File: config.mk
export PLATFORM = sky130hd
export DESIGN_NAME = lsu_queue_flat
export DESIGN_NICKNAME = d
export VERILOG_FILES = /design/src/rtl/lsu_queue_if.sv /design/src/rtl/lsu_queue.sv /design/src/flat_wrapper.sv
export SDC_FILE = /design/constraint.sdc
export NUM_CORES = 1
export LEC_CHECK = 0
export CAP_MARGIN = 20
export CORE_ASPECT_RATIO = 1.1
export CORE_MARGIN = 2
export CORE_UTILIZATION = 54
export CTS_CLUSTER_SIZE = 20
export DETAILED_ROUTE_END_ITERATION = 8
export GPL_TIMING_DRIVEN = 0
export PLACE_DENSITY = 0.78
export SLEW_MARGIN = 20
export SYNTH_ARGS = -nofsm -noshare
export SYNTH_HDL_FRONTEND = slang
export SYNTH_SLANG_ARGS = --single-unit
File: constraint.sdc
create_clock -name clk -period 7.36 [get_ports clk]
set_input_delay 2.208 -clock clk [delete_from_list [all_inputs] [get_ports clk]]
set_output_delay 2.208 -clock clk [all_outputs]
set_load 0.02 [all_outputs]
File: src/rtl/lsu_queue_if.sv
`default_nettype none
// ============================================================================
// lsu_queue_if : request / dmem / response bundle of the lsu_queue block
// Revision 1.0
// ============================================================================
interface lsu_queue_if #(
  parameter int DATA_WIDTH  = 64,
  parameter int FETCH_WIDTH = 64,
  parameter int TAG_WIDTH   = 4
);
  logic                   req_valid_i;
  logic                   req_ready_o;
  logic                   req_store_i;
  logic [2:0]             req_funct3_i;
  logic [DATA_WIDTH-1:0]  req_base_i;
  logic [11:0]            req_imm_i;
  logic [DATA_WIDTH-1:0]  req_data_i;
  logic [TAG_WIDTH-1:0]   req_tag_i;
  logic                   flush_i;
  logic                   dmem_busy_i;
  logic                   dmem_rdy_i;
  logic [FETCH_WIDTH-1:0] dmem_rd_data_i;
  logic                   dmem_rd_en_o;
  logic                   dmem_wr_en_o;
  logic [DATA_WIDTH-1:0]  dmem_addr_o;
  logic [1:0]             dmem_wr_size_o;
  logic [FETCH_WIDTH-1:0] dmem_wr_data_o;
  logic                   resp_valid_o;
  logic                   resp_ready_i;
  logic [TAG_WIDTH-1:0]   resp_tag_o;
  logic [DATA_WIDTH-1:0]  resp_data_o;
  logic                   resp_fault_o;
  logic                   resp_store_o;
  logic                   empty_o;

  modport master (
    output req_valid_i, req_store_i, req_funct3_i, req_base_i, req_imm_i,
           req_data_i, req_tag_i, flush_i, dmem_busy_i, dmem_rdy_i,
           dmem_rd_data_i, resp_ready_i,
    input  req_ready_o, dmem_rd_en_o, dmem_wr_en_o, dmem_addr_o,
           dmem_wr_size_o, dmem_wr_data_o, resp_valid_o, resp_tag_o,
           resp_data_o, resp_fault_o, resp_store_o, empty_o
  );

  modport slave (
    input  req_valid_i, req_store_i, req_funct3_i, req_base_i, req_imm_i,
           req_data_i, req_tag_i, flush_i, dmem_busy_i, dmem_rdy_i,
           dmem_rd_data_i, resp_ready_i,
    output req_ready_o, dmem_rd_en_o, dmem_wr_en_o, dmem_addr_o,
           dmem_wr_size_o, dmem_wr_data_o, resp_valid_o, resp_tag_o,
           resp_data_o, resp_fault_o, resp_store_o, empty_o
  );
endinterface
`default_nettype wire

File: src/rtl/lsu_queue.sv
`default_nettype none
// ============================================================================
// lsu_queue : in-order tagged load/store queue with one outstanding dmem access
// Revision 1.0
// ============================================================================
module lsu_queue #(
  parameter int DATA_WIDTH  = 64,
  parameter int FETCH_WIDTH = 64,
  parameter int DEPTH       = 4,
  parameter int TAG_WIDTH   = 4
) (
  input  logic       clk,
  input  logic       rst,
  lsu_queue_if.slave bus
);

  localparam int PTR_W = $clog2(DEPTH);
  localparam int CNT_W = PTR_W + 1;
  localparam logic [CNT_W-1:0] FULL_COUNT = CNT_W'(DEPTH);

  localparam logic [2:0] S_IDLE  = 3'd0;
  localparam logic [2:0] S_ISSUE = 3'd1;
  localparam logic [2:0] S_WAIT  = 3'd2;
  localparam logic [2:0] S_RESP  = 3'd3;
  localparam logic [2:0] S_DRAIN = 3'd4;

  logic                  q_store  [DEPTH];
  logic [2:0]            q_funct3 [DEPTH];
  logic [DATA_WIDTH-1:0] q_addr   [DEPTH];
  logic [DATA_WIDTH-1:0] q_data   [DEPTH];
  logic [TAG_WIDTH-1:0]  q_tag    [DEPTH];

  logic [PTR_W-1:0]      wr_ptr;
  logic [PTR_W-1:0]      rd_ptr;
  logic [CNT_W-1:0]      count;
  logic [2:0]            state;
  logic [2:0]            state_nxt;
  logic [DATA_WIDTH-1:0] resp_data_q;
  logic                  resp_fault_q;

  logic                  head_valid;
  logic                  head_store;
  logic [2:0]            head_funct3;
  logic [DATA_WIDTH-1:0] head_addr;
  logic [DATA_WIDTH-1:0] head_data;
  logic [TAG_WIDTH-1:0]  head_tag;
  logic                  not_full;
  logic                  enq;
  logic                  deq;
  logic [DATA_WIDTH-1:0] enq_addr;
  logic                  misaligned;
  logic                  illegal;
  logic                  fault;
  logic                  issue_go;
  logic [DATA_WIDTH-1:0] rd_raw;
  logic [DATA_WIDTH-1:0] load_fmt;

  assign head_valid  = (count != '0);
  assign head_store  = q_store[rd_ptr];
  assign head_funct3 = q_funct3[rd_ptr];
  assign head_addr   = q_addr[rd_ptr];
  assign head_data   = q_data[rd_ptr];
  assign head_tag    = q_tag[rd_ptr];

  // A flush claims the cycle: no enqueue and no pop can happen alongside it.
  assign not_full = (count != FULL_COUNT);
  assign enq      = bus.req_valid_i && not_full && !bus.flush_i;
  assign deq      = (state == S_RESP) && bus.resp_ready_i && !bus.flush_i;
  assign enq_addr = bus.req_base_i + {{(DATA_WIDTH-12){bus.req_imm_i[11]}}, bus.req_imm_i};

  always_comb begin
    misaligned = 1'b0;
    case (head_funct3[1:0])
      2'd0:    misaligned = 1'b0;
      2'd1:    misaligned = head_addr[0];
      2'd2:    misaligned = |head_addr[1:0];
      default: misaligned = |head_addr[2:0];
    endcase
  end

  assign illegal = head_store ? head_funct3[2] : (head_funct3 == 3'd7);
  assign fault   = misaligned || illegal;

  // Strobe only in the first non-busy ISSUE cycle; flush or reset suppress it.
  assign issue_go = (state == S_ISSUE) && !bus.dmem_busy_i && !bus.flush_i && rst;

  assign rd_raw = bus.dmem_rd_data_i[DATA_WIDTH-1:0];

  always_comb begin
    load_fmt = rd_raw;
    case (head_funct3)
      3'd0:    load_fmt = {{(DATA_WIDTH-8){rd_raw[7]}},   rd_raw[7:0]};
      3'd1:    load_fmt = {{(DATA_WIDTH-16){rd_raw[15]}}, rd_raw[15:0]};
      3'd2:    load_fmt = {{(DATA_WIDTH-32){rd_raw[31]}}, rd_raw[31:0]};
      3'd4:    load_fmt = {{(DATA_WIDTH-8){1'b0}},  rd_raw[7:0]};
      3'd5:    load_fmt = {{(DATA_WIDTH-16){1'b0}}, rd_raw[15:0]};
      3'd6:    load_fmt = {{(DATA_WIDTH-32){1'b0}}, rd_raw[31:0]};
      default: load_fmt = rd_raw;
    endcase
  end

  always_comb begin
    state_nxt = state;
    case (state)
      S_IDLE: begin
        if (!bus.flush_i && head_valid)
          state_nxt = fault ? S_RESP : S_ISSUE;
      end
      S_ISSUE: begin
        if (bus.flush_i)
          state_nxt = S_IDLE;
        else if (!bus.dmem_busy_i)
          state_nxt = S_WAIT;
      end
      S_WAIT: begin
        // A completion landing with the flush needs no draining.
        if (bus.flush_i)
          state_nxt = bus.dmem_rdy_i ? S_IDLE : S_DRAIN;
        else if (bus.dmem_rdy_i)
          state_nxt = S_RESP;
      end
      S_RESP: begin
        if (bus.flush_i || bus.resp_ready_i)
          state_nxt = S_IDLE;
      end
      S_DRAIN: begin
        if (bus.dmem_rdy_i)
          state_nxt = S_IDLE;
      end
      default: state_nxt = S_IDLE;
    endcase
  end

  always_ff @(posedge clk) begin
    if (!rst) begin
      state        <= S_IDLE;
      wr_ptr       <= '0;
      rd_ptr       <= '0;
      count        <= '0;
      resp_data_q  <= '0;
      resp_fault_q <= 1'b0;
    end else begin
      state <= state_nxt;
      if (bus.flush_i) begin
        wr_ptr <= '0;
        rd_ptr <= '0;
        count  <= '0;
      end else begin
        if (enq)
          wr_ptr <= wr_ptr + 1'b1;
        if (deq)
          rd_ptr <= rd_ptr + 1'b1;
        case ({enq, deq})
          2'b10:   count <= count + 1'b1;
          2'b01:   count <= count - 1'b1;
          default: count <= count;
        endcase
      end
      if ((state == S_IDLE) && head_valid && !bus.flush_i) begin
        resp_fault_q <= fault;
        resp_data_q  <= '0;
      end else if ((state == S_WAIT) && bus.dmem_rdy_i && !bus.flush_i) begin
        resp_data_q <= head_store ? '0 : load_fmt;
      end
    end
  end

  always_ff @(posedge clk) begin
    if (enq) begin
      q_store[wr_ptr]  <= bus.req_store_i;
      q_funct3[wr_ptr] <= bus.req_funct3_i;
      q_addr[wr_ptr]   <= enq_addr;
      q_data[wr_ptr]   <= bus.req_data_i;
      q_tag[wr_ptr]    <= bus.req_tag_i;
    end
  end

  generate
    if (FETCH_WIDTH == DATA_WIDTH) begin : g_wdata_full
      assign bus.dmem_wr_data_o = head_data;
    end else begin : g_wdata_ext
      assign bus.dmem_wr_data_o = {{(FETCH_WIDTH-DATA_WIDTH){1'b0}}, head_data};
    end
  endgenerate

  assign bus.req_ready_o    = not_full;
  assign bus.dmem_rd_en_o   = issue_go && !head_store;
  assign bus.dmem_wr_en_o   = issue_go && head_store;
  assign bus.dmem_addr_o    = head_addr;
  assign bus.dmem_wr_size_o = head_funct3[1:0];
  assign bus.resp_valid_o   = (state == S_RESP);
  assign bus.resp_tag_o     = head_tag;
  assign bus.resp_data_o    = resp_data_q;
  assign bus.resp_fault_o   = resp_fault_q;
  assign bus.resp_store_o   = head_store;
  assign bus.empty_o        = (count == '0) && (state == S_IDLE);

endmodule
`default_nettype wire

File: src/flat_wrapper.sv
// flat-port wrapper written by rule: the top's interface ports become plain ports
module lsu_queue_flat 
#(
  parameter int DATA_WIDTH  = 64,
  parameter int FETCH_WIDTH = 64,
  parameter int DEPTH       = 4,
  parameter int TAG_WIDTH   = 4
)
  (clk, rst, bus_req_valid_i, bus_req_store_i, bus_req_funct3_i, bus_req_base_i, bus_req_imm_i, bus_req_data_i, bus_req_tag_i, bus_flush_i, bus_dmem_busy_i, bus_dmem_rdy_i, bus_dmem_rd_data_i, bus_resp_ready_i, bus_req_ready_o, bus_dmem_rd_en_o, bus_dmem_wr_en_o, bus_dmem_addr_o, bus_dmem_wr_size_o, bus_dmem_wr_data_o, bus_resp_valid_o, bus_resp_tag_o, bus_resp_data_o, bus_resp_fault_o, bus_resp_store_o, bus_empty_o);
  lsu_queue_if #(.DATA_WIDTH(DATA_WIDTH), .FETCH_WIDTH(FETCH_WIDTH), .TAG_WIDTH(TAG_WIDTH)) bus_i ();
  input  logic clk;
  input  logic rst;
  input wire logic [$bits(bus_i.req_valid_i)-1:0] bus_req_valid_i;
  input wire logic [$bits(bus_i.req_store_i)-1:0] bus_req_store_i;
  input wire logic [$bits(bus_i.req_funct3_i)-1:0] bus_req_funct3_i;
  input wire logic [$bits(bus_i.req_base_i)-1:0] bus_req_base_i;
  input wire logic [$bits(bus_i.req_imm_i)-1:0] bus_req_imm_i;
  input wire logic [$bits(bus_i.req_data_i)-1:0] bus_req_data_i;
  input wire logic [$bits(bus_i.req_tag_i)-1:0] bus_req_tag_i;
  input wire logic [$bits(bus_i.flush_i)-1:0] bus_flush_i;
  input wire logic [$bits(bus_i.dmem_busy_i)-1:0] bus_dmem_busy_i;
  input wire logic [$bits(bus_i.dmem_rdy_i)-1:0] bus_dmem_rdy_i;
  input wire logic [$bits(bus_i.dmem_rd_data_i)-1:0] bus_dmem_rd_data_i;
  input wire logic [$bits(bus_i.resp_ready_i)-1:0] bus_resp_ready_i;
  output wire logic [$bits(bus_i.req_ready_o)-1:0] bus_req_ready_o;
  output wire logic [$bits(bus_i.dmem_rd_en_o)-1:0] bus_dmem_rd_en_o;
  output wire logic [$bits(bus_i.dmem_wr_en_o)-1:0] bus_dmem_wr_en_o;
  output wire logic [$bits(bus_i.dmem_addr_o)-1:0] bus_dmem_addr_o;
  output wire logic [$bits(bus_i.dmem_wr_size_o)-1:0] bus_dmem_wr_size_o;
  output wire logic [$bits(bus_i.dmem_wr_data_o)-1:0] bus_dmem_wr_data_o;
  output wire logic [$bits(bus_i.resp_valid_o)-1:0] bus_resp_valid_o;
  output wire logic [$bits(bus_i.resp_tag_o)-1:0] bus_resp_tag_o;
  output wire logic [$bits(bus_i.resp_data_o)-1:0] bus_resp_data_o;
  output wire logic [$bits(bus_i.resp_fault_o)-1:0] bus_resp_fault_o;
  output wire logic [$bits(bus_i.resp_store_o)-1:0] bus_resp_store_o;
  output wire logic [$bits(bus_i.empty_o)-1:0] bus_empty_o;
  assign bus_i.req_valid_i = bus_req_valid_i;
  assign bus_i.req_store_i = bus_req_store_i;
  assign bus_i.req_funct3_i = bus_req_funct3_i;
  assign bus_i.req_base_i = bus_req_base_i;
  assign bus_i.req_imm_i = bus_req_imm_i;
  assign bus_i.req_data_i = bus_req_data_i;
  assign bus_i.req_tag_i = bus_req_tag_i;
  assign bus_i.flush_i = bus_flush_i;
  assign bus_i.dmem_busy_i = bus_dmem_busy_i;
  assign bus_i.dmem_rdy_i = bus_dmem_rdy_i;
  assign bus_i.dmem_rd_data_i = bus_dmem_rd_data_i;
  assign bus_i.resp_ready_i = bus_resp_ready_i;
  assign bus_req_ready_o = bus_i.req_ready_o;
  assign bus_dmem_rd_en_o = bus_i.dmem_rd_en_o;
  assign bus_dmem_wr_en_o = bus_i.dmem_wr_en_o;
  assign bus_dmem_addr_o = bus_i.dmem_addr_o;
  assign bus_dmem_wr_size_o = bus_i.dmem_wr_size_o;
  assign bus_dmem_wr_data_o = bus_i.dmem_wr_data_o;
  assign bus_resp_valid_o = bus_i.resp_valid_o;
  assign bus_resp_tag_o = bus_i.resp_tag_o;
  assign bus_resp_data_o = bus_i.resp_data_o;
  assign bus_resp_fault_o = bus_i.resp_fault_o;
  assign bus_resp_store_o = bus_i.resp_store_o;
  assign bus_empty_o = bus_i.empty_o;
  lsu_queue #(.DATA_WIDTH(DATA_WIDTH), .FETCH_WIDTH(FETCH_WIDTH), .DEPTH(DEPTH), .TAG_WIDTH(TAG_WIDTH)) u_core (.clk(clk), .rst(rst), .bus(bus_i));
endmodule
Word level (Yosys, flattened, before mapping)
Memories as Yosys holds them, arrays and structs flattened. A register that Yosys moved wholly into a read port is not among the register bits. Cells that the tools add are included.

Equality and inequality tests: 20. Bitwise logic cells: 1. Mux-type cells: 27. Add/sub/neg operators: 5. Reductions and logical operators: 31.

Operator list (number): 64-bit one-hot mux with 6 select lines (1); 64-bit adder (1); 64-bit 2-to-1 mux (1); 3-bit 2-to-1 mux (8); 2-bit 2-to-1 mux (11); 3-bit == test (second input constant) (5); 1-bit logical AND (15); 3-bit one-hot mux with 5 select lines (1); 3-bit by 2-bit == test with 1-bit output (second input constant) (3); 3-bit zero test (3); 3-bit != test (second input constant) (3); 3-bit by 1-bit == test with 1-bit output (second input constant) (2); 3-bit one-hot mux with 2 select lines (1); 2-bit OR reduction (3); 5-bit AND reduction (1); 2-bit by 1-bit adder with 2-bit output (second input constant) (2); 2-bit by 1-bit == test with 1-bit output (second input constant) (2); 2-bit == test (second input constant) (2); 2-bit by 1-bit != test with 1-bit output (second input constant) (2); 3-bit by 1-bit adder with 3-bit output (second input constant) (1); 1-bit zero test (3); 1-bit 2-to-1 mux (3); 1-bit one-hot mux with 3 select lines (1); 3-bit nonzero test (1); 7 further kinds (8).

Bits of input ports: 219. Memory bits (writable): 544. Register bits: 75. Logic and storage cells: 95. Memories: 5.

Memory list: u_core.q_addr (words 4, width 64, read ports 1, clocked after Yosys merged registers in 1, write ports 1, line lsu_queue.sv:29) `logic [DATA_WIDTH-1:0] q_addr [DEPTH];`; u_core.q_data (words 4, width 64, read ports 1, clocked after Yosys merged registers in 1, write ports 1, line lsu_queue.sv:30) `logic [DATA_WIDTH-1:0] q_data [DEPTH];`; u_core.q_tag (words 4, width 4, read ports 1, clocked after Yosys merged registers in 1, write ports 1, line lsu_queue.sv:31) `logic [TAG_WIDTH-1:0] q_tag [DEPTH];`; u_core.q_funct3 (words 4, width 3, read ports 1, clocked after Yosys merged registers in 1, write ports 1, line lsu_queue.sv:28) `logic [2:0] q_funct3 [DEPTH];`; u_core.q_store (words 4, width 1, read ports 1, clocked after Yosys merged registers in 1, write ports 1, line lsu_queue.sv:27) `logic q_store [DEPTH];`.

Depth between registers and ports, before layout
Depth in word-level cells: 6. Gate-level depth with buffers: 13. Mapped depth without buffers: 13.

Worst setup path after synthesis
OpenSTA, ideal clock, no wires.

Kind: in2reg. Start point: input port bus_req_valid_i. End point: memory u_core.q_addr[0][0], enable pin. Data arrival time: 5.630 ns. Cell stages on the path: 3. Setup slack: 1.218 ns. Path through: nand2_1 -> nor2_1 -> and2_1.

Longest elaborated chain between the ends: 4.

RTL lines: from (decl) (line flat_wrapper.sv:13) `input wire logic [$bits(bus_i.req_valid_i)-1:0] bus_req_valid_i;`; 1-bit logical AND (2 in a row) (line lsu_queue.sv:67) `assign enq = bus.req_valid_i && not_full && !bus.flush_i;`; 1-bit 2-to-1 mux (line lsu_queue.sv:169) `if (enq) begin`; 1-bit 2-to-1 mux (not written as such) (line lsu_queue.sv:172) `q_addr[wr_ptr] <= enq_addr;`; to (decl) (line lsu_queue.sv:29).

No other way between the ends.

==> impl_metrics.ini <==
[outcome]
status = completed

[setup_path]
startpoint_type = flop
regToRegEndpoint = u_core.bus.resp_data_o[47]$_SDFFE_PP0P_
critical_path.top_delay_family = buffers and inverters
critPathArrivalTime_ns = 4.17
critPathBufInv = 4
rr_worst_depth = 9
path_cells = buf_1, clkbuf_1, buf_1, mux4_2, clkdlybuf4s50_1
critPathRequiredTime_ns = 5.15
crit_slowest_cell = buf_1
critical_path_class = reg -> out
path_max_fanout = 10
rrSetupSlack_ns = 3.54
critPathCaptureType = output pin
crit_top_cell = buf_1
critPathMaxStageDelay_ns = 0.74

[routing]
drc = 0
drtIter0Drc = 1476
routed_wl_um = 65630
ant_nets = 0
dr.pass1.iters = 5
routedWlPerCell_um = 22.66
vias = 16850
vias_per_cell = 5.817

[place]
place_hpwl_um = 45770
numPortBuffers = 423
place_congestion = 0.9561
dpl_cell_area_sq_um = 31820

[yosys]
syn_avg_cell_area_sq_um = 15.59
yosysUniqueCellTypes = 63
ys_seq_area_share_pct = 67.61
syn_nets = 1985
ys_async_sr_fraction_pct = 0
synth_area_sq_um = 26440
synthFlopType = edfxtp_1
synth_seq_cells = 621
synth_cells = 1696
yosysWarnings = 0
synth_edf_count = 544

[clock_network]
htree_levels = 2
cts_tree = built
ctsResizeCount = 0
cts.sinks = 621
clk_path_buf_depth = 3
clockRootBuffer = clkbuf_16
cts_made_buffers = 58
postCtsSetupRepairBufs = 0
ctsHoldBuffers = 0
insertion_delay_ns = 0.61
clk_pin_slew_ns = 0.06

[floorplanning]
coreArea_sq_um = 48710
die_h_um = 236.1
dieArea_sq_um = 50750
die_w_um = 215.0
ioPinCount = 424
start_util_pct = 54.28
num_rows = 85

[power_and_ir_drop]
peakVddDrop_mv = 0.1934
p_leak_nw = 11.22
p_per_area_nw_per_um2 = 244.5

[final_layout]
nNetsFinal = 2481
areaGrowthSynthToFinish_pct = 28.53
n_fill_cell = 3257
drive_gt1_share_pct = 11.96
design_area_sq_um = 33990
seq_area_sq_um = 17880
multiInputGateArea_sq_um = 8155

[sta]
finalSetupTns_ns = 0
slew_violations = 0
max_freq_mhz = 156.9
period_share_pct = 86.61
clock-skew-final_ns = 0.02293
hold_viol = 0
slew_headroom_pct = 38.86
fin_crit_ns = 6.374
rsz0062_at_grt = false
setup_viol = 0
whs_ns = 0.4556
worst-slew-pin-transition_ns = 0.9171

[global_route]
grt_pass1_wl_um = 98750
grt_pass1_vias = 16840
grt.total_usage_pct = 25.51
gr-total-overflow = 0
antenna_found_initial = 9
grt_max_degree = 45

[worst_hold_path]
min_from = u_core.bus.resp_data_o[42]$_SDFFE_PP0P_
min_to = u_core.bus.resp_data_o[42]$_SDFFE_PP0P_
hold_path_class = reg -> reg
min_path_cells = 2

[flow_run]
max-cap-violations = 0
worst reg2reg max path: cells and delay by family, from the launching register on:
kind / cells / cell delay (ns)
AOI/OAI and AO/OA: 2 / 0.38
buffers and inverters: 3 / 1.17
DFF: 1 / 0.35
muxes: 1 / 0.62
and+or+nand+nor: 3 / 1.23
report_power, final:
group	switching [mW]	internal, mW	leakage, nW	total [mW]
logic	0.575	0.435	4.62	1.01
registers	0.0231	3.99	5.56	4.01
clock network	1.29	2.00	1.04	3.29
worst max path at each step:
stage          cells after the start              from                        endpoint
6_report                           5              flop          bus_dmem_wr_data_o[38]
5_1_grt                            5              flop             bus_dmem_addr_o[45]
4_1_cts                            5              flop             bus_dmem_addr_o[56]
3_5_place_dp                      13  bus_req_imm_i[0]  u_core.q_addr[1][56]$_DFFE_PP_
3_3_place_gp                       4   bus_req_valid_i  u_core.q_addr[1][22]$_DFFE_PP_
2_1_floorplan                      3   bus_req_valid_i   u_core.q_addr[0][0]$_DFFE_PP_
cells by family after synthesis:
| family | Yosys count | synth area share, % |
|---|---|---|
| buffers and inverters | 111 | 1.581 |
| muxes | 142 | 11.77 |
| and+or+nand+nor | 334 | 5.674 |
| DFF | 621 | 67.61 |
| AOI/OAI and AO/OA | 354 | 7.870 |
| xor gates and xnor gates | 64 | 2.120 |
| adders and majority gates | 70 | 3.369 |
state kept, by name, summed over array words and instances (netlist names), 3 cells and up, named ones only:
name and cells:
u_core.q_store 4, u_core.state 3, u_core.q_funct3 12, u_core.q_tag 16
u_core.q_addr 256, u_core.q_data 256, u_core.count 3, u_core.bus.resp_data_o 64
routing by layer:
metal	vias to the layer above	global-route usage (%)	share of wire (%)
li1	7644	-	-
met1	8391	33.41	40
met2	674	43.17	50
met3	127	5.003	6.6
met4	10	8.506	3.3
met5	-	0	0.098
layout make-up:
cell class / instances / share of cell area (%)
timing repair buffer: 436 / 13.41
multi-input combinational: 964 / 24.00
tap: 652 / 2.400
clock inverter: 35 / 1.403
sequential: 621 / 52.60
antenna: 4 / 0.02945
inverter: 27 / 0.2982
clock buffer: 73 / 4.930
buffer: 84 / 0.9314
synth_stat cells (all sizes together), types with 9 or more instances:
library cell | n | area, sq um
mux4 | 135 | 3040
inv | 27 | 101.4
buf | 18 | 68.81
nor3 | 14 | 81.33
nor2b | 11 | 68.82
dfxtp | 77 | 1541
nand4 | 18 | 112.6
nand2 | 118 | 445.4
edfxtp | 544 | 16340
nor2 | 111 | 416.7
o21ai | 79 | 399.1
a21o | 27 | 202.7
xor2 | 24 | 210.2
clkbuf | 66 | 247.7
nand2b | 9 | 56.30
ha | 68 | 850.8
a21oi | 171 | 855.8
xnor2 | 40 | 350.3
nand3 | 22 | 110.1
o21bai | 14 | 105.1
placed cells by master (no fill, tap or decap), types with 8 or more instances in the layout:
master,count
edfxtp_1,544
clkdlybuf4s50_1,422
a21oi_1,171
mux4_2,135
nand2_1,117
nor2_1,111
dfxtp_1,77
o21ai_0,70
clkbuf_1,69
ha_1,68
clkbuf_16,63
xnor2_1,40
inv_1,27
a21o_1,27
xor2_1,24
nand3_1,22
nand4_1,18
buf_1,17
o21bai_1,14
nor3_1,13
nor2b_1,11
bufinv_16,11
nand2b_1,9
buf_16,9
o21ai_1,8
a31oi_1,8
clkinv_2,8
through the flow:
stage / setup slack [ns] / power [mW] / instances / util [%]
2_1_floorplan: 1.218 / 4.652 / 1696 / -
3_3_place_gp: -1.832 / 5.056 / 2771 / 64.65
3_5_place_dp: 0.9566 / 5.085 / 2784 / 65.33
4_1_cts: 0.7363 / 8.356 / 2892 / 69.75
5_1_grt: 0.5931 / 8.576 / 2896 / 69.77
6_report: 0.9856 / 8.309 / 2896 / 69.77
No activity file was read; power rests on OpenSTA's default activity.
